`src/rtl/rom_to_ram_copier.sv`:
```
// One-shot copy engine: streams LEN words from a ROM window into a RAM window,
// or fills a RAM window with a constant, with a parametrised ROM read latency.
module rom_to_ram_copier #(
    parameter int ADDR_WIDTH  = 12,
    parameter int DATA_WIDTH  = 8,
    parameter int ROM_LATENCY = 1
) (
    input  logic                  clk,
    input  logic                  reset,
    input  logic                  start,
    input  logic                  abort,
    input  logic                  mode,
    input  logic [ADDR_WIDTH-1:0] src_base,
    input  logic [ADDR_WIDTH-1:0] dst_base,
    input  logic [ADDR_WIDTH:0]   len,
    input  logic [DATA_WIDTH-1:0] fill_data,
    output logic [ADDR_WIDTH-1:0] rom_addr,
    input  logic [DATA_WIDTH-1:0] rom_data,
    output logic                  ram_we,
    output logic [ADDR_WIDTH-1:0] ram_addr,
    output logic [DATA_WIDTH-1:0] ram_wdata,
    output logic                  busy,
    output logic                  done,
    output logic                  aborted,
    output logic [ADDR_WIDTH:0]   words_written
);

    localparam int PIPE_W = (ROM_LATENCY > 0) ? ROM_LATENCY : 1;
    localparam int CNT_W  = ADDR_WIDTH + 1;

    typedef enum logic [1:0] {S_IDLE, S_RUN, S_DRAIN, S_DONE} state_t;

    state_t                state_q, state_d;
    logic                  mode_q, mode_d;
    logic [ADDR_WIDTH-1:0] src_q, src_d;
    logic [ADDR_WIDTH-1:0] dst_q, dst_d;
    logic [CNT_W-1:0]      len_q, len_d;
    logic [DATA_WIDTH-1:0] fill_q, fill_d;
    logic [CNT_W-1:0]      issued_q, issued_d;
    logic [CNT_W-1:0]      words_q, words_d;
    logic                  aborted_q, aborted_d;
    logic [PIPE_W-1:0]     vld_q, vld_d;

    logic active;
    logic abort_act;
    logic issue;
    logic last_issue;
    logic tok_out;

    always_comb begin
        active     = (state_q == S_RUN) || (state_q == S_DRAIN);
        abort_act  = active && abort;
        issue      = (state_q == S_RUN) && !abort;
        last_issue = ((issued_q + CNT_W'(1)) == len_q);
        // With zero latency the issue cycle is also the write cycle.
        if (ROM_LATENCY == 0) begin
            tok_out = issue;
        end else begin
            tok_out = vld_q[PIPE_W-1] && !abort_act;
        end
    end

    // Valid-token delay line matching the ROM read latency; abort flushes it.
    always_comb begin
        vld_d = '0;
        if (ROM_LATENCY > 0 && !abort_act) begin
            vld_d[0] = issue;
            for (int i = 1; i < PIPE_W; i++) begin
                vld_d[i] = vld_q[i-1];
            end
        end
    end

    always_comb begin
        state_d   = state_q;
        mode_d    = mode_q;
        src_d     = src_q;
        dst_d     = dst_q;
        len_d     = len_q;
        fill_d    = fill_q;
        issued_d  = issued_q;
        words_d   = words_q;
        aborted_d = aborted_q;

        if (tok_out) begin
            words_d = words_q + CNT_W'(1);
        end

        case (state_q)
            S_IDLE: begin
                if (start && !abort) begin
                    mode_d    = mode;
                    src_d     = src_base;
                    dst_d     = dst_base;
                    len_d     = len;
                    fill_d    = fill_data;
                    issued_d  = '0;
                    words_d   = '0;
                    aborted_d = 1'b0;
                    state_d   = (len == '0) ? S_DONE : S_RUN;
                end
            end
            S_RUN: begin
                if (abort) begin
                    aborted_d = 1'b1;
                    state_d   = S_DONE;
                end else begin
                    issued_d = issued_q + CNT_W'(1);
                    if (last_issue) begin
                        state_d = (ROM_LATENCY == 0) ? S_DONE : S_DRAIN;
                    end
                end
            end
            S_DRAIN: begin
                // Leave once the token at the output is the last one in flight.
                if (abort) begin
                    aborted_d = 1'b1;
                    state_d   = S_DONE;
                end else if (vld_d == '0) begin
                    state_d = S_DONE;
                end
            end
            S_DONE: begin
                state_d = S_IDLE;
            end
            default: begin
                state_d = S_IDLE;
            end
        endcase
    end

    always_ff @(posedge clk) begin
        if (!reset) begin
            state_q   <= S_IDLE;
            vld_q     <= '0;
            issued_q  <= '0;
            words_q   <= '0;
            aborted_q <= 1'b0;
        end else begin
            state_q   <= state_d;
            vld_q     <= vld_d;
            issued_q  <= issued_d;
            words_q   <= words_d;
            aborted_q <= aborted_d;
        end
    end

    // Captured transfer parameters only matter once a start has loaded them.
    always_ff @(posedge clk) begin
        mode_q <= mode_d;
        src_q  <= src_d;
        dst_q  <= dst_d;
        len_q  <= len_d;
        fill_q <= fill_d;
    end

    always_comb begin
        rom_addr      = (state_q == S_RUN) ? (src_q + issued_q[ADDR_WIDTH-1:0]) : '0;
        ram_we        = tok_out;
        ram_addr      = tok_out ? (dst_q + words_q[ADDR_WIDTH-1:0]) : '0;
        ram_wdata     = tok_out ? (mode_q ? fill_q : rom_data) : '0;
        busy          = active;
        done          = (state_q == S_DONE);
        aborted       = aborted_q;
        words_written = words_q;
    end

endmodule

```
`config.mk`:
```
export PLATFORM = sky130hd
export DESIGN_NAME = rom_to_ram_copier
export DESIGN_NICKNAME = d
export VERILOG_FILES = /design/src/rtl/rom_to_ram_copier.sv
export SDC_FILE = /design/constraint.sdc
export NUM_CORES = 1
export LEC_CHECK = 0
export CAP_MARGIN = 20
export CORE_ASPECT_RATIO = 1.5
export CORE_MARGIN = 4
export CORE_UTILIZATION = 45
export DETAILED_ROUTE_END_ITERATION = 6
export PLACE_DENSITY = 0.82
export SLEW_MARGIN = 20
export SYNTH_ARGS = -nofsm -noshare
export SYNTH_HDL_FRONTEND = slang
export SYNTH_SLANG_ARGS = --single-unit
export TNS_END_PERCENT = 30
```
`constraint.sdc`:
```
create_clock -name clk -period 2.3 [get_ports clk]
set_clock_uncertainty 0.15 [all_clocks]
set_input_delay 0.23 -clock clk [delete_from_list [all_inputs] [get_ports clk]]
set_output_delay 0.23 -clock clk [all_outputs]
set_load 0.01 [all_outputs]
```
==> metrics.md, run 1 <==
| Metric | Value |
|---|---|
| Clock tree buffer depth | 2 |
| Setup slack at placement | -764 ps |
| Pleak | 2.83 nW |
| RD Place Congestion | 0.922 |
| Post-Syn Nets | 545 |
| Die H | 130 µm |
| Syn Inst Count | 456 |
| Slowest stage delay, CP | 410 ps |
| Slowest-stage cell, CP | fa_2 |
| Final hold violations | 0 |
| Pin count of the biggest net entering global routing | 27 |
| Seq cells post-synth | 76 |
| Critical path cell sequence | ha_2 -> fa_2 -> a21oi_2 -> o21ai_1 -> a21oi_2 -> buf_4 -> o211ai_1 -> xnor2_1 -> nor2_1 -> buf_2 |
| Worst reg-to-reg setup slack | -170 ps |
| FFs w/ async S/R, synth | 0 |
| Critical path arrival | 2360 ps |
| Cell area after layout | 6800 µm² |
| CP endpoint kind | output port |
| Post-DP Area | 6200 µm² |
| Via density | 5.55 |
| Crit Path Category | flop to output port |
| Routed Antenna Nets | 0 |
| Peak supply drop | 439 µV |
| Maximum clock rate | ~0.36 GHz |
| RSZ-0062 raised after global routing | yes |
| Most frequent cells in the layout | buf_4, clkdlybuf4s50_1, nor2_1 |
| Vias in the first global route | 4418 |
| Skew-Pair Late Insertion Delay | around 330 ps |
| CTS tree | built |
| Initial Util | 0.460 |
| All-layer global routing usage | 0.232 |
| H-tree depth | 3 |
| Area Growth Syn to Fin | 52.7% |
| IO buf count | between 100 and 150 |
| Clk root buf | clkbuf_16 |
| Number of buffers created by CTS | 9 |
| Register area | 1980 µm² |
| Max-Cap Viols | 0 |
| Power density cells | 574 nW/µm² |
| Total routed wirelength | approximately 13 mm |
| Netlist Area Pre-Place | 4460 µm² |
| Core footprint | 9690 µm² |
| Main area contributors after synthesis | edfxtp_1, dfxtp_1, ha_1 |
| Worst min path class | input port to flop |
| Worst-Margin Slew | a little under 600 ps |
| # rows | 44 |
| Final Critical Period | ~2700 ps |
| Post-synth top flop | edfxtp_1 |
| Number of remaining DRC errors | 0 |
| Die Area | 11600 µm² |
| Sequential area share after synthesis | 0.445 |
| Layout cell share with drive strength beyond 1 | 0.268 |
| Clock power frac | 0.407 |
| Area of the multi-input gates | 2520 µm² |
| Seq pwr share | 0.401 |
| Worst Path Max Fanout | 2 |
| DRT iter0 DRCs | 190 |
| Switching power | 947 µW |
| Final nets | roughly 730 |
| Io pins | between 100 and 150 |
| Ant. Diodes | 0 |
| Hold path depth | 1 |
| FILL cells | slightly below 700 |
| Clk sink count | 76 |
| Switch share | 0.242 |
| Failing checks | negative setup slack |
| Synth Area per Inst | approximately 10 µm² |
| Total gr overflow | 0 |
| 1st-pass router iterations | 5 |
| Post-synth top area cell | edfxtp_1 |
| Max Slew Vio Count | 0 |
| Most common cell after layout, fill and taps aside | buf_4 |
| Reg2reg path depth | 7 |
| Combinational share of power | 0.192 |
| YS warnings | 0 |
| CP required | 1920 ps |
| Final setup violating endpoints | 19 |
| Vias | 4244 |
| CP Launch Type | flop |
| Total Power | 3.91 mW |
| Reg clk slew, reported paths | 60 ps |
| Final Cycle Share | 1.19 |
| Top-area cell type share of the netlist area | 0.310 |
| First-pass GRT wire length | 20.6 mm |
| Final HPWL DP | slightly below 10 mm |
| Rel. slew slack | 0.615 |
| Setup tns final | -5030 ps |
| Outcome | finished, violations left |
| Internal | 2.96 mW |
| Wire per inst | around 17 µm |
| Smallest hold slack | ~300 ps |
| Initial antenna violation count | 0 |
| Netlist cell types | 56 |
| Post-synth EDFFs | 46 |
| Final WS setup | -440 ps |
| Post-CTS Hold Buffers | 0 |
| Die X | roughly 89 µm |
| CP dominant cell by count | a21oi_2 |
## power by group through the flow
| stage | Combinational [mW] | Sequential, mW | Clock (mW) |
|---|---|---|---|
| 6_report | 0.751 | 1.57 | 1.59 |
| 5_1_grt | 0.812 | 1.57 | 1.69 |
| 4_1_cts | 0.738 | 1.57 | 1.63 |
| 3_5_place_dp | 0.720 | 1.59 | 0 |
| 3_3_place_gp | 0.700 | 1.59 | 0 |
| 2_1_floorplan | 0.328 | 1.59 | 0 |
## metal layers
metal / vias to the layer above / GRT usage / share of wire
met4: 0 / 0.139 / 0.056
li1: 2033 / - / -
met2: 164 / 0.437 / 0.55
met1: 1993 / 0.230 / 0.35
met3: 54 / 0.0354 / 0.048
met5: - / 0 / 0
## area by class of cell
class                      instances  area share
clock buffer                       9      0.0331
clock inverter                     7      0.0169
inverter                          19      0.0114
multi-input combinational        343       0.371
sequential                        76       0.292
tap                              115      0.0211
timing repair buffer             196       0.255
## flip-flops by register name (all words and copies together), names as in the netlist
signal,flops
issued_q,13
len_q,13
words_written,13
dst_q,12
src_q,12
fill_q,8
state_q,2
aborted,1
mode_q,1
vld_q,1
## logic make-up (layout without fill, tap and decap cells)
| family | after synthesis | count (layout) | synth area share |
|---|---|---|---|
| buffers and inverters | 37 | 231 | 0.0345 |
| AOI/OAI and AO/OA | 94 | 94 | 0.134 |
| muxes | 16 | 16 | 0.0365 |
| DFF | 76 | 76 | 0.445 |
| adders and majority gates | 31 | 31 | 0.0904 |
| xor gates and xnor gates | 41 | 41 | 0.0806 |
| and+or+nand+nor | 161 | 161 | 0.179 |
## through the flow
stage	util	std cells
floorplan	-	456
global placement	0.640	737
detailed placement	0.640	737
CTS	0.692	759
global route	0.702	765
finish	0.702	765
## cells in the mapped netlist, types with 2 or more instances
cell type,count
a21oi_1,24
nand2_1,28
clkbuf_1,11
ha_1,29
xnor2_1,19
nor4_1,11
nand3_2,2
fa_1,2
o211ai_1,4
dfxtp_1,30
buf_4,3
and3_1,5
or3_1,5
a31oi_1,5
nor3_1,13
edfxtp_1,46
and2_1,6
nand3_1,12
a211oi_1,3
o211a_1,2
xor2_1,22
a31o_2,2
a211o_1,4
nand2b_1,8
nor2_1,56
a21o_1,4
o21ai_0,30
a41oi_1,2
inv_1,19
mux2i_1,14
o21a_1,2
nand4_1,4
buf_2,3
mux2_2,2
nor3b_1,3
## critical path, delay by kind of cell (launching register included)
family	cells	cell delay, ps
adder cells (fa/ha/maj)	2	630
buffers and inverters	2	280
AND/OR/NAND/NOR	1	90
flip-flops	1	380
XOR/XNOR	1	140
AO/OA/AOI/OAI	4	520
## final timing paths
kind	startpoint	end
worst max register to register	issued_q[5]	state_q[0]
worst max-delay path	src_q[0]	rom_addr[8]
worst min-delay path	src_base[10]	src_q[10]
worst min register to register	aborted	aborted
## timing repair
action,CTS,global route
setup buffers,6,6
resized for setup,137,22
setup endpoints to repair,35,30
pin swaps,33,20
No activity file was read; power rests on OpenSTA's default activity.
==> run 2, diff against run 1 <==
clock period = 2.4 ns   (was 2.3 ns; I/O delays follow)
==> run 2 against run 1 <==
- the run still ends with negative setup slack left
- first-iteration DRC count shrank 4.7%
- non-clock buffer count shrank 10
- design area shrank 2.2%
- count of clock-buffer cells in the layout is the same
- largest cell class unchanged
- power shrank 6.8%
- highest routed layer unchanged
==> metrics.md, run 2 (synthesis results as in run 1) <==
| Metric | Value |
|---|---|
| Die Area | 11600 µm² (unchanged) |
| Ant. Diodes | 0 (unchanged) |
| Final Cycle Share | 1.19 |
| Total routed wirelength | 13.4 mm (+0.97%) |
| H-tree depth | 3 (unchanged) |
| First-pass GRT wire length | 20.7 mm (+0.87%) |
| Area Growth Syn to Fin | 49.4% |
| Power density cells | 547 nW/µm² (-4.7%) |
| # rows | 44 (unchanged) |
| Skew-Pair Late Insertion Delay | 330 ps (about the same) |
| Clk root buf | clkbuf_16 |
| Final nets | 724 (-1.4%) |
| Met2 usage | 0.450 (+0.0130) |
| CP Launch Type | flop |
| Crit Path Category | flop to output port |
| Combinational share of power | 0.189 (-0.003) |
| Worst-Margin Slew | 607 ps (+29.7 ps) |
| Wire per inst | 17.7 µm (+2.3%) |
| Rel. slew slack | 0.595 (-0.0194) |
| CTS tree | built |
| DP Cell Count | 728 (-1.2%) |
| Seq pwr share | 0.412 (+0.011) |
| Io pins | 107 (unchanged) |
| Vias in the first global route | 4413 (-0.11%) |
| Total gr overflow | 0 (unchanged) |
| Pleak | 2.74 nW (-3.2%) |
| Initial antenna violation count | 0 (unchanged) |
| All-layer global routing usage | 0.234 (+0.00251) |
| Initial Util | 0.460 (unchanged) |
| Core footprint | 9690 µm² (unchanged) |
| Met3 usage | 0.0379 (+0.00253) |
| Die H | 130 µm (unchanged) |
| Smallest hold slack | 310 ps (+7.95 ps) |
| Switching power | 928 µW (-1.9%) |
| Final HPWL DP | 9.99 mm (+0.90%) |
| Most common cell after layout, fill and taps aside | clkdlybuf4s50_1 |
| DRT iter0 DRCs | 181 (-4.7%) |
| RD Place Congestion | 0.932 (+1.1%) |
| Total Power | 3.64 mW (-6.8%) |
| Routed Antenna Nets | 0 (unchanged) |
| CP endpoint kind | output port |
| Reg clk slew, reported paths | 60 ps (about the same) |
| Number of buffers created by CTS | 9 (unchanged) |
| Clock power frac | 0.399 (-0.008) |
| 1st-pass router iterations | 5 (unchanged) |
| Final Non-Filler Cells | 755 (-1.3%) |
| Pin count of the biggest net entering global routing | 31 (+15%) |
| Setup tns final | -3650 ps (+1380 ps) |
| Worst Path Max Fanout | 2 (unchanged) |
| Final WS setup | -453 ps (-13.0 ps) |
| Switch share | 0.255 (+0.0127) |
| Die X | 89.2 µm (unchanged) |
| Worst min path class | input port to flop |
| Internal | 2.71 mW (-8.4%) |
| Final setup violating endpoints | 16 (-3) |
| Number of remaining DRC errors | 0 (unchanged) |
| Failing checks | negative setup slack |
| Max-Cap Viols | 0 (unchanged) |
| Maximum clock rate | 0.350 GHz |
| IO buf count | 106 (unchanged) |
| Final Critical Period | 2850 ps |
| CP required | 2010 ps (+90 ps) |
| RSZ-0062 raised after global routing | yes |
| Global Route met1 Usage | 0.226 (-0.00347) |
| Critical path arrival | 2460 ps (+100 ps) |
| Max Slew Vio Count | 0 (unchanged) |
| Via density | 5.66 (+2.0%) |
| Final hold violations | 0 (unchanged) |
| Most frequent cells in the layout | clkdlybuf4s50_1, buf_4, nor2_1 |
| Layout cell share with drive strength beyond 1 | 0.256 (-0.0114) |
| Outcome | finished, violations left |
| Clock tree buffer depth | 2 (unchanged) |
| Clk sink count | 76 (unchanged) |
| Busiest grt layer | met2 |
| Peak supply drop | 442 µV (+0.66%) |
| Post-CTS Hold Buffers | 0 (unchanged) |
| FILL cells | 733 (+7.6%) |
| Vias | 4271 (+0.64%) |
-- run 2: changes by cell type in the layout (fill, tap and decap cells not counted), sizes merged --
cell,delta
buf,-11
bufinv,-1
clkbuf,+1
clkdlybuf4s15,-2
clkinv,-2
clkinvlp,+2
dlygate4sd2,+4
dlymetal6s2s,-2
inv,+1
-- run 2: final cells by class --
class	count	area, µm²	share of cell area
multi-input cells	343	2510	0.378
flip-flops and latches	76	1990	0.299
repair buffers	186	1610	0.241
clock buffers	9	225	0.0338
well taps	115	144	0.0216
clock inverters	7	100	0.0150
inverters	19	77.6	0.0117
-- run 2: power by group through the flow --
stage	Sequential [mW]	Combinational [mW]	Clock [mW]
final	1.50	0.687	1.45
after global placement	1.52	0.656	0
after CTS	1.50	0.670	1.49
after global routing	1.51	0.744	1.53
after floorplan	1.52	0.314	0
after detailed placement	1.53	0.673	0
-- run 2: worst paths after layout --
path,end,cells after the start,start,slack (ps)
worst min register to register,aborted,2,aborted,390
worst max-delay path,rom_addr[8],10,src_q[0],-450
worst max register to register,state_q[0],8,issued_q[1],-90
worst min-delay path,src_q[0],1,src_base[0],310
-- run 2: what timing repair did --
action / in CTS / in global routing
gates resized for setup: 118 / 32
cloned: 0 / 0
setup endpoints to repair: 34 / 26
setup buffers: 7 / 4
endpoints found under the hold margin: 0 / 0
pin swaps: 36 / 17
-- run 2: through the flow --
| step | area [µm²] | setup WS, ps | utilization |
|---|---|---|---|
| finish | 6660 | -453 | 0.687 |
| CTS | 6560 | -383 | 0.677 |
| global placement | 6110 | -621 | 0.631 |
| floorplan | 4460 | -68.2 | - |
| global route | 6660 | -525 | 0.687 |
| detailed placement | 6110 | -750 | 0.631 |
-- run 2: critical path: stages, from the launching register on --
cell and delay [ps]:
edfxtp_1 390, ha_2 220, fa_2 380, a21oi_4 170
o21ai_2 70, a21oi_2 210, buf_4 170, o211ai_1 120
xnor2_1 140, nor2_1 120, buf_2 150
-- run 2: per-layer routing --
layer	part of all wire	routed length (µm)
met2	0.57	7610
met3	0.048	647
met5	0	0
met4	0.045	598
met1	0.34	4520
